--- config.mk ---
export PLATFORM = sky130hd
export DESIGN_NAME = fft_frame_feeder
export DESIGN_NICKNAME = d
export VERILOG_FILES = /design/src/rtl/fft_frame_feeder.sv
export SDC_FILE = /design/constraint.sdc
export NUM_CORES = 1
export LEC_CHECK = 0
export ABC_AREA = 1
export CORE_MARGIN = 2
export CORE_UTILIZATION = 50
export CTS_BUF_LIST = sky130_fd_sc_hd__clkbuf_4 sky130_fd_sc_hd__clkbuf_8
export CTS_CLUSTER_DIAMETER = 30
export DETAILED_ROUTE_END_ITERATION = 12
export GPL_ROUTABILITY_DRIVEN = 0
export PLACE_DENSITY_LB_ADDON = 0.3
export RECOVER_POWER = 25
export SLEW_MARGIN = 20
export SYNTH_ARGS = -nofsm -noshare
export SYNTH_HDL_FRONTEND = slang
export SYNTH_SLANG_ARGS = --single-unit
--- constraint.sdc ---
create_clock -name clk_245 -period 3.95 [get_ports clk_245]
set_clock_uncertainty 0.1 [all_clocks]
set_input_delay 0.5925 -clock clk_245 [delete_from_list [all_inputs] [get_ports clk_245]]
set_output_delay 0.5925 -clock clk_245 [all_outputs]
set_load 0.01 [all_outputs]
--- src/rtl/fft_frame_feeder.sv ---
// fft_frame_feeder: captures ADC IQ samples during a capture window, sends one FFT config beat,
// then streams the samples to the FFT in FRAME_LEN-sample frames with tlast, zero-padding the
// final partial frame. A small first-word-fall-through FIFO absorbs FFT back-pressure.
module fft_frame_feeder #(
    parameter int unsigned FRAME_LEN  = 1024,
    parameter int unsigned FIFO_DEPTH = 16,
    parameter int unsigned CFG_WIDTH  = 24
) (
    input  logic                 clk_245,
    input  logic                 clk_245_rst,

    input  logic [31:0]          adc_data_iq,
    input  logic                 adc_data_valid,
    input  logic                 adc_enable,
    input  logic [CFG_WIDTH-1:0] fft_config_word,

    output logic [CFG_WIDTH-1:0] s_axis_fft_config_tdata,
    output logic                 s_axis_fft_config_tvalid,
    input  logic                 s_axis_fft_config_tready,

    output logic [31:0]          s_axis_fft_data_tdata,
    output logic                 s_axis_fft_data_tvalid,
    input  logic                 s_axis_fft_data_tready,
    output logic                 s_axis_fft_data_tlast,

    output logic [15:0]          frame_count,
    output logic                 overflow,
    output logic                 busy
);

    localparam int unsigned CNT_W = $clog2(FRAME_LEN);
    localparam int unsigned PTR_W = $clog2(FIFO_DEPTH);
    localparam logic [CNT_W-1:0] CNT_LAST = CNT_W'(FRAME_LEN - 1);
    localparam logic [PTR_W:0]   FIFO_FULL_LVL = (PTR_W + 1)'(FIFO_DEPTH);

    typedef enum logic [1:0] {
        StIdle,
        StConfig,
        StCapture,
        StPad
    } state_t;

    state_t state_q, state_d;

    logic [CFG_WIDTH-1:0] cfg_q;
    logic [CNT_W-1:0]     cnt_q;
    logic [15:0]          frame_q;
    logic                 ovf_q;

    logic [31:0]          fifo_mem [FIFO_DEPTH];
    logic [PTR_W-1:0]     wr_ptr_q;
    logic [PTR_W-1:0]     rd_ptr_q;
    logic [PTR_W:0]       fill_q;

    logic fifo_empty;
    logic fifo_full;
    logic win_start;
    logic wr_req;
    logic wr_en;
    logic rd_en;
    logic drop;
    logic data_hs;
    logic cnt_at_last;

    // Shared handshake and FIFO control decode
    always_comb begin
        fifo_empty  = (fill_q == '0);
        fifo_full   = (fill_q == FIFO_FULL_LVL);
        win_start   = (state_q == StIdle) && adc_enable;
        cnt_at_last = (cnt_q == CNT_LAST);
        // Reads only happen while the FIFO head is being presented in CAPTURE.
        rd_en       = (state_q == StCapture) && !fifo_empty && s_axis_fft_data_tready;
        wr_req      = adc_enable && adc_data_valid &&
                      ((state_q == StConfig) || (state_q == StCapture));
        // A full FIFO still accepts a sample when the head leaves in the same cycle.
        wr_en       = wr_req && (!fifo_full || rd_en);
        drop        = wr_req && !wr_en;
        data_hs     = s_axis_fft_data_tvalid && s_axis_fft_data_tready;
    end

    // FSM state register
    always_ff @(posedge clk_245 or posedge clk_245_rst) begin
        if (clk_245_rst) begin
            state_q <= StIdle;
        end else begin
            state_q <= state_d;
        end
    end

    // FSM next-state logic
    always_comb begin
        state_d = state_q;
        unique case (state_q)
            StIdle: begin
                if (adc_enable) begin
                    state_d = StConfig;
                end
            end
            StConfig: begin
                if (s_axis_fft_config_tready) begin
                    state_d = StCapture;
                end
            end
            StCapture: begin
                // Leave only once drained; a non-zero counter means a partial frame is open.
                if (!adc_enable && fifo_empty) begin
                    state_d = (cnt_q == '0) ? StIdle : StPad;
                end
            end
            StPad: begin
                if (s_axis_fft_data_tready && cnt_at_last) begin
                    state_d = StIdle;
                end
            end
            default: state_d = StIdle;
        endcase
    end

    // AXI-stream and status outputs
    always_comb begin
        s_axis_fft_config_tdata  = cfg_q;
        s_axis_fft_config_tvalid = (state_q == StConfig);
        s_axis_fft_data_tvalid   = 1'b0;
        s_axis_fft_data_tdata    = '0;
        unique case (state_q)
            StCapture: begin
                s_axis_fft_data_tvalid = !fifo_empty;
                if (!fifo_empty) begin
                    s_axis_fft_data_tdata = fifo_mem[rd_ptr_q];
                end
            end
            StPad: begin
                s_axis_fft_data_tvalid = 1'b1;
            end
            default: begin
                s_axis_fft_data_tvalid = 1'b0;
            end
        endcase
        s_axis_fft_data_tlast = s_axis_fft_data_tvalid && cnt_at_last;
        frame_count           = frame_q;
        overflow              = ovf_q;
        busy                  = (state_q != StIdle);
    end

    // Config word latch, taken when a capture window opens
    always_ff @(posedge clk_245 or posedge clk_245_rst) begin
        if (clk_245_rst) begin
            cfg_q <= '0;
        end else if (win_start) begin
            cfg_q <= fft_config_word;
        end
    end

    // Sticky overflow flag, cleared at each window start
    always_ff @(posedge clk_245 or posedge clk_245_rst) begin
        if (clk_245_rst) begin
            ovf_q <= 1'b0;
        end else if (win_start) begin
            ovf_q <= 1'b0;
        end else if (drop) begin
            ovf_q <= 1'b1;
        end
    end

    // Sample-in-frame counter; wraps naturally since FRAME_LEN is a power of two
    always_ff @(posedge clk_245 or posedge clk_245_rst) begin
        if (clk_245_rst) begin
            cnt_q <= '0;
        end else if (win_start) begin
            cnt_q <= '0;
        end else if (data_hs) begin
            cnt_q <= cnt_q + 1'b1;
        end
    end

    // Completed-frame counter, wraps at 16 bits
    always_ff @(posedge clk_245 or posedge clk_245_rst) begin
        if (clk_245_rst) begin
            frame_q <= '0;
        end else if (data_hs && cnt_at_last) begin
            frame_q <= frame_q + 16'd1;
        end
    end

    // FIFO pointers and fill level
    always_ff @(posedge clk_245 or posedge clk_245_rst) begin
        if (clk_245_rst) begin
            wr_ptr_q <= '0;
            rd_ptr_q <= '0;
            fill_q   <= '0;
        end else begin
            if (wr_en) begin
                wr_ptr_q <= wr_ptr_q + 1'b1;
            end
            if (rd_en) begin
                rd_ptr_q <= rd_ptr_q + 1'b1;
            end
            unique case ({wr_en, rd_en})
                2'b10:   fill_q <= fill_q + 1'b1;
                2'b01:   fill_q <= fill_q - 1'b1;
                default: fill_q <= fill_q;
            endcase
        end
    end

    // FIFO storage; contents are don't-care while the fill level is zero
    always_ff @(posedge clk_245) begin
        if (wr_en) begin
            fifo_mem[wr_ptr_q] <= adc_data_iq;
        end
    end

endmodule

; ---- Word level (Yosys, flattened, before mapping)
; Memory sizes are Yosys's and may differ from the RTL's.
; Cells that the tools add are included.
[op_classes]
addsub = 6
muxes = 16
n_reduce_logical = 26
eq_ne = 11
[op_table]
columns = op, count
row1 = $mux 32, 2
row2 = $mux 10, 2
row3 = $add 16x1->16 const B, 1
row4 = $logic_and 1x1->1, 12
row5 = $add 10x1->10 const B, 1
row6 = $eq 10x10->1 const B, 1
row7 = $logic_not 10->1, 1
row8 = $mux 2, 5
row9 = $pmux 5 s2, 1
row10 = $add 4x1->4 const B, 2
row11 = $pmux 2 s4, 1
row12 = $reduce_bool 2->1, 4
row13 = $eq 2x2->1 const B, 3
row14 = $add 5x1->5 const B, 1
row15 = $eq 5x5->1 const B, 1
row16 = $logic_not 5->1, 1
row17 = $sub 5x1->5 const B, 1
row18 = $eq 2x1->1 const B, 2
row19 = $logic_not 1->1, 4
row20 = $mux 1, 4
row21 = $ne 2x1->1 const B, 2
row22 = $ne 2x2->1 const B, 2
row23 = $reduce_and 4->1, 1
row24 = $logic_not 2->1, 1
row25 = 2 further kinds, 3
[word_totals]
wordCells = 68
inputBits = 62
n_memories = 1
mem_bits_rw = 512
ff_bits = 66
[mem_list]
columns = memory, words, width, read_ports, rd_clocked_by_memory_dff, wr, line_no
row1 = fifo_mem, 16, 32, 1, 0, 1, 50  ; logic [31:0] fifo_mem [FIFO_DEPTH];

; ---- Logic depth before layout (Yosys ltp)
; Gate-level depths: netlist of run 1.
[depth]
ltp_word = 10
depth_mapped = 14
depth_no_buf = 14

; ---- Worst setup path after synthesis of run 1
; OpenSTA, ideal clock, no wires.
[synth_timing]
path_kind = register to register
start = register state_q[0]
end = memory fifo_mem[11][0], enable pin
path_buffers = 0
t_arrival_ns = 2.708
stages_incl_launch_ff = 9
required_ns = 3.429
setup_slack_ns = 0.721
path_cell_list = dfrtp_1 -> inv_1 -> ha_1 -> nand2_4 -> o21bai_1 -> nand2_1 -> clkinv_1 -> nand3_1 -> nor2_1
[synth_via]
elab_chain_cells = 7
word_cells_on_any_way = 10
cone_classes = eq/ne (2) / mux (2) / reduce/logical (6)
[synth_lines]
columns = item, line_no
row1 = "start, declared", 43  ; state_t state_q, state_d;
row2 = "start signal, assigned", 84  ; state_q <= StIdle;
row3 = "start signal, assigned", 86  ; state_q <= state_d;
row4 = $eq 2x2->1, "72, 74"
row5 = $logic_and 1x1->1 (2 in series), 72  ; rd_en = (state_q == StCapture) && !fifo_empty && s_axis_fft_data_tready;
row6 = $logic_or 1x1->1, 76  ; wr_en = wr_req && (!fifo_full || rd_en);
row7 = $logic_and 1x1->1 (*), 76
row8 = $mux 1 (*), 208  ; if (wr_en) begin
row9 = $mux 1 (implied by the code) (*), 209  ; fifo_mem[wr_ptr_q] <= adc_data_iq;
row10 = "end, declared", 50
; Every way passes the cells marked *; elsewhere a longest branch is shown, timed or not.

; ---- Final worst setup path of run 1
[layout_timing]
start = register rd_ptr_q[0]
end = output s_axis_fft_data_tdata[16]
[layout_via]
elab_chain_cells = 3
[layout_lines]
columns = item, line_no
row1 = "start, declared", 52  ; logic [PTR_W-1:0] rd_ptr_q;
row2 = "start signal, assigned", 196  ; rd_ptr_q <= rd_ptr_q + 1'b1;
row3 = $mem_v2 16x32, n/a
row4 = $mux 32, 128  ; if (!fifo_empty) begin
row5 = $mux 32, 125  ; unique case (state_q)
row6 = "end, declared", 21  ; output logic [31:0] s_axis_fft_data_tdata,
; Every way passes these cells.

==> summary.txt, run 1 <==
Outcome
  – Status: finished, violations left
  – Failing checks: max-capacitance violations

Final layout
  – Final Net Count: 2413
  – # diodes: 0
  – Multi-input gate area: 0.00591 sq mm
  – P&R area growth vs syn: 19.4%
  – Fillers: 3843
  – Layout cells sized above 1: 12.7%
  – Register area: 0.0170 sq mm

Setup path
  – Worst path depth: 7
  – Crit-path max FO: 103
  – Worst EP arrival: 3.06 ns
  – Worst setup EP type: output port
  – R2R Path Start: state_q[0]
  – Slowest-stage cell, CP: dfrtp_4
  – Crit path capture: s_axis_fft_data_tdata[16]
  – Worst R2R End: fifo_mem[0][13]
  – Worst R2R Path Depth: 9
  – Critical path class: reg2out
  – Worst setup path start: rd_ptr_q[0]
  – Max incr delay on CP: 0.63 ns
  – Bufs and invs on worst path: 3
  – CP required: 3.26 ns
  – Worst path cell trace: buf_16, buf_4, o211ai_1, nand3_1, a21oi_1, nor2_1, clkdlybuf4s50_1
  – FF-to-FF setup slack: 1.09 ns
  – Top Family by Delay on Critical Path: buffers and inverters
  – Worst Setup Start Kind: flop

STA
  – Slew Limit Fails: 0
  – Fmax: 267 MHz
  – Worst-margin pin slew: 1.49 ns
  – Min Tclk post-route: 3.75 ns
  – RSZ-0062 raised after global routing: no
  – Rel. slew slack: 0.630%
  – Final setup violating endpoints: 0
  – Period Utilization, post-route: 94.9%
  – Hold_ws: 0.333 ns
  – Setup_tns: 0 ns
  – Hold Fails Final Rpt: 0

Clock network
  – Maximum buffer depth of the clock tree: 3
  – # hold bufs at CTS: 0
  – # H-tree levels: 3
  – Clk sinks: 578
  – CTS buffer count: 112
  – Clock-pin slew on the worst setup and hold paths: 0.06 ns
  – Clk_lat worst skew: 0.69 ns
  – CTS tree: built
  – Clock root cell: clkbuf_8

Detailed routing
  – Routed wire length: 55.3 mm
  – Via density: 5.28
  – Routed wire per std cell: 17.9 um
  – DR iter-0 viols: 1140
  – Antenna-violating nets left: 0
  – Iteration count of the initial detailed-routing pass: 5
  – Vias: 16300
  – DRC: 0

GRT
  – First-pass GRT wire length: 86.8 mm
  – Global route overflow: 0
  – Initial antenna violation count: 2
  – All-Layer GR Usage: 21.9%
  – Pin count of the biggest net entering global routing: 104
  – Vias in the first global route: 16200

Die
  – Die H: 226 um
  – Die area: 0.0512 sq mm
  – IO Pins: 139
  – Starting Density: 50.5%
  – Cell row count: 81
  – Core area: 0.0488 sq mm
  – Die X: 226 um

Synth
  – Post-synthesis compound-gate area fraction: 11.8%
  – Largest family of logic cells by synthesized area: compound AO/OA/AOI/OAI gates
  – Async SR Flop Fraction: 11.4%
  – Yosys warns: 0
  – Post-synth top cells: edfxtp_1 (512), nand2_1 (363), inv_1 (296)
  – Synth area leaders: edfxtp_1 (62%), dfrtp_1 (6.7%), nand2_1 (5.5%)
  – Sequential area share after synthesis: 69.0%
  – Adder-Cell Fraction of Synth Area: 0.892%
  – Cell Area, Synth: 0.0247 sq mm
  – Synth area leader: edfxtp_1
  – Count leader, synth: edfxtp_1
  – Post-Syn Nets: 2219
  – Synth Instances: 2140
  – Post-synth EDFFs: 512
  – Post-synthesis mux area share: 0%
  – Synth Register Bits: 578
  – Synth unique cells: 39
  – Post-synthesis xor/xnor area fraction: 0.603%
  – Synth Area per Inst: 11.5 sq um
  – Primary FF master, synth: edfxtp_1
  – Simple-gate share of the synthesized area: 10.2%
  – Yosys top cell area share: 62.3%

Power and ir drop
  – Cell Pwr Density: 674 mW/mm^2
  – Leak Pwr: 11.3 nW
  – Max VDD drop: 481 uV

Place
  – # port buffers: 138
  – Hpwl dp: 31.9 mm

Min path
  – Worst hold path class: in2reg

Run
  – Max cap viols: 1
stage by stage:
stage	instance area (sq um)	util (%)	setup slack (ns)	std cells	power, mW
global placement	26900	55.1	0.749	2881	13.2
floorplan	24700	-	0.721	2140	11.6
detailed placement	26900	55.1	0.715	2881	13.3
finish	29500	60.3	0.201	3087	19.9
global route	29500	60.3	0.0554	3087	21.0
CTS	29400	60.2	0.0992	3085	20.0
worst min-delay path by stage:
stage                                start                          end  slack (ns)  depth (start not counted)
2_1_floorplan                  rd_ptr_q[3]                  rd_ptr_q[3]        0.36                          1
3_3_place_gp    s_axis_fft_config_tdata[1]   s_axis_fft_config_tdata[1]        0.36                          2
3_5_place_dp   s_axis_fft_config_tdata[21]  s_axis_fft_config_tdata[21]        0.37                          2
4_1_cts                        clk_245_rst   s_axis_fft_config_tdata[6]        0.25                          2
5_1_grt                fft_config_word[16]  s_axis_fft_config_tdata[16]        0.30                          3
6_report                fft_config_word[9]   s_axis_fft_config_tdata[9]        0.33                          3
cells by family after synthesis:
| kind of cell | count (synthesis) |
|---|---|
| AND/OR/NAND/NOR | 599 |
| XOR/XNOR | 17 |
| flip-flops | 578 |
| AO/OA/AOI/OAI | 513 |
| adder cells (fa/ha/maj) | 17 |
| buffers and inverters | 416 |
flip-flops by register name, summed over array words and instances, names as in the netlist:
| signal | count |
|---|---|
| cnt_q | 10 |
| fifo_mem | 512 |
| fill_q | 5 |
| frame_count | 16 |
| overflow | 1 |
| rd_ptr_q | 4 |
| s_axis_fft_config_tdata | 24 |
| state_q | 2 |
| wr_ptr_q | 4 |
layout by cell type, fill, tap and decap left out, types with 16 or more instances in the layout:
cell type        Yosys  layout
o21ai_0            135     135
clkinv_1             2      21
nand3_1            122     122
nor2_4               1      17
clkdlybuf4s50_1      0     117
ha_1                16      16
o211ai_1            96      96
edfxtp_1           512     512
inv_1              296     295
o21ai_1             82      82
a21oi_1            175     175
a21oi_2             22      22
bufinv_16            0      16
nor2_1              72      56
dlygate4sd3_1        0      21
clkbuf_8             0     114
buf_4                4      40
nand2_1            363     363
clkbuf_4             0      21
dfrtp_1             66      63
cell type report:
type                       instances  share of cell area (%)
clock buffer                     135                    5.86
clock inverter                    68                    2.65
inverter                         300                    3.82
multi-input combinational       1146                    20.0
sequential                       578                    57.8
tap                              664                    2.82
timing repair buffer             196                    7.00
report_power, final:
part / switching (mW) / internal [mW] / leakage, nW
clock: 2.58 / 3.97 / 1.26
combinational: 3.76 / 2.24 / 4.57
sequential: 0.297 / 7.04 / 5.44
total: 6.63 / 13.2 / 11.3
timing repair:
item / in CTS / in global routing
setup buffers: 1 / 2
resized for setup: 0 / 1
setup endpoints to repair: 7 / 6
layer usage:
metal | global-route usage (%) | share of wire, %
met5 | 0 | 0.043
met4 | 7.96 | 2.3
met3 | 5.44 | 7.8
met2 | 36.3 | 49
met1 | 28.0 | 41
tightest hold or removal path, delay by kind of cell:
kind | cells | cell delay [ns]
simple gates | 2 | 0.10
buf+inv | 1 | 0.39
Note: power is estimated with default switching activity, not from simulation.
==> inputs of run 2 (changes only) <==
--- a/config.mk
+++ b/config.mk
@@ -6,7 +6,6 @@
 export NUM_CORES = 1
 export LEC_CHECK = 0
 export ABC_AREA = 1
-export CORE_MARGIN = 2
 export CORE_UTILIZATION = 50
 export CTS_BUF_LIST = sky130_fd_sc_hd__clkbuf_4 sky130_fd_sc_hd__clkbuf_8
 export CTS_CLUSTER_DIAMETER = 30
==> run 2 against run 1 <==
The flow now finishes without violations. Largest cell class unchanged. Sequential share of layout area increased by 0.14 points. Die area is 1.8% lower. Sequential cell count is the same.
==> summary.txt, run 2 (same netlist as run 1, synthesis figures left out) <==
Power and ir drop
  – Leak Pwr: 11.2 nW
  – Max VDD drop: 528 uV
  – Total power: 19.7 mW
  – Cell Pwr Density: 670 mW/mm^2

Setup path
  – Worst EP arrival: 3.11 ns
  – Worst setup EP type: output port
  – Worst Setup Start Kind: flop
  – Most used cell, CP: a21oi_1
  – Worst path depth: 8
  – Crit-path max FO: 84
  – FF-to-FF setup slack: 0.91 ns
  – Critical path class: reg2out
  – Bufs and invs on worst path: 3
  – CP required: 3.26 ns
  – Slowest-stage cell, CP: dfrtp_4
  – Top Family by Delay on Critical Path: buffers and inverters
  – Worst R2R Path Depth: 9
  – Worst R2R End: fifo_mem[6][3]
  – R2R Path Start: state_q[0]
  – Max incr delay on CP: 0.67 ns
  – Worst path cell trace: buf_12, buf_4, a21oi_1, o21ai_0, nand3_1, a21oi_1, nor2_2, clkdlybuf4s50_1

STA
  – Hold Fails Final Rpt: 0
  – Slew Limit Fails: 0
  – Fmax: 263 MHz
  – Rel. slew slack: 31.8%
  – RSZ-0062 raised after global routing: no
  – Final setup violating endpoints: 0
  – Period Utilization, post-route: 96.2%
  – Min Tclk post-route: 3.80 ns
  – Setup_tns: 0 ns
  – Setup WS post-layout: 0.150 ns
  – Worst-margin pin slew: 1.02 ns

Clock network
  – Clk sinks: 578
  – Clk_lat worst skew: 0.69 ns
  – CTS tree: built
  – # H-tree levels: 3
  – Clock root cell: clkbuf_8
  – Maximum buffer depth of the clock tree: 3
  – CTS buffer count: 110
  – Clock-pin slew on the worst setup and hold paths: 0.06 ns

Detailed routing
  – Vias: 16300
  – Iteration count of the initial detailed-routing pass: 5
  – DR iter-0 viols: 1261
  – Routed wire length: 54.7 mm
  – Via density: 5.27
  – Routed wire per std cell: 17.7 um
  – Antenna-violating nets left: 0
  – DRC: 0

Die
  – Die H: 224 um
  – Die area: 0.0503 sq mm
  – Cell row count: 81
  – Starting Density: 50.5%
  – Die X: 224 um
  – IO Pins: 139
  – Core area: 0.0488 sq mm

Final layout
  – Largest register FFs: 512
  – Final Net Count: 2413
  – Commonest non-fill, non-tap cell in the layout: edfxtp_1
  – Commonest cells after routing, fill and taps aside: edfxtp_1 (512), nand2_1 (363), inv_1 (295), a21oi_1 (175), o21ai_0 (135)
  – # diodes: 0
  – Biggest register: fifo_mem
  – Cell area after layout: 0.0294 sq mm
  – Layout cells sized above 1: 12.9%
  – P&R area growth vs syn: 19.1%

Min path
  – Hold Path Sink: s_axis_fft_config_tdata[15]
  – Hold Crit Start: fft_config_word[15]
  – Worst hold path class: in2reg
  – WHS Path Cells: 3

Place
  – Place WS: 0.613 ns
  – Hpwl dp: 31.2 mm
  – # port buffers: 138
  – Area of placed instances: 0.0269 sq mm

GRT
  – Initial antenna violation count: 2
  – All-Layer GR Usage: 21.9%
  – First-pass GRT wire length: 85.7 mm
  – Pin count of the biggest net entering global routing: 85
  – Global route overflow: 0
  – Vias in the first global route: 16100

Outcome
  – Status: finished clean

Run
  – Max cap viols: 0
## run 2: worst min-delay path: cells and delay by family
family | cells | cell delay (ns)
buffers and inverters | 1 | 0.39
and+or+nand+nor | 2 | 0.10
## run 2: where the power goes
group	switching (mW)	internal (mW)	total (mW)
logic	3.77	2.18	5.94
registers	0.263	7.04	7.30
clock network	2.59	3.88	6.47
## run 2: timing repair
item | 4_1_cts | 5_1_grt
hold endpoints to repair | 0 | 0
setup endpoints to repair | 12 | 5
buffers inserted | 1 | 1
hold buffers | 0 | 0
gates resized for setup | 0 | 1
## run 2: final cells by class
class	count	area, sq um
fillers	3837	19400
multi-input cells	1146	5910
repair buffers	198	2010
inverters	300	1130
clock buffers	136	1750
flip-flops and latches	578	17000
clock inverters	69	742
well taps	664	831
## run 2: routing by layer
metal	share of wire, %	GRT usage [%]
met5	0.062	0
met1	43	29.0
met3	6.6	4.95
met2	48	36.1
met4	1.6	7.18
## run 2: worst max-delay path by stage
stage	startpoint	to	slack (ns)
after floorplan	state_q[0]	fifo_mem[11][0]	0.72
after global placement	s_axis_fft_data_tready	fifo_mem[6][2]	0.66
after detailed placement	s_axis_fft_data_tready	fifo_mem[6][4]	0.61
after CTS	rd_ptr_q[0]	s_axis_fft_data_tdata[7]	0.04
after global routing	rd_ptr_q[0]	s_axis_fft_data_tdata[19]	0.02
final	rd_ptr_q[0]	s_axis_fft_data_tdata[7]	0.15
## run 2: stage by stage
| stage | utilization, % | hold WS (ns) | cells |
|---|---|---|---|
| floorplan | - | 0.362 | 2140 |
| global placement | 55.0 | 0.362 | 2884 |
| detailed placement | 55.0 | 0.366 | 2884 |
| CTS | 60.2 | 0.152 | 3090 |
| global route | 60.2 | 0.348 | 3091 |
| finish | 60.2 | 0.333 | 3091 |
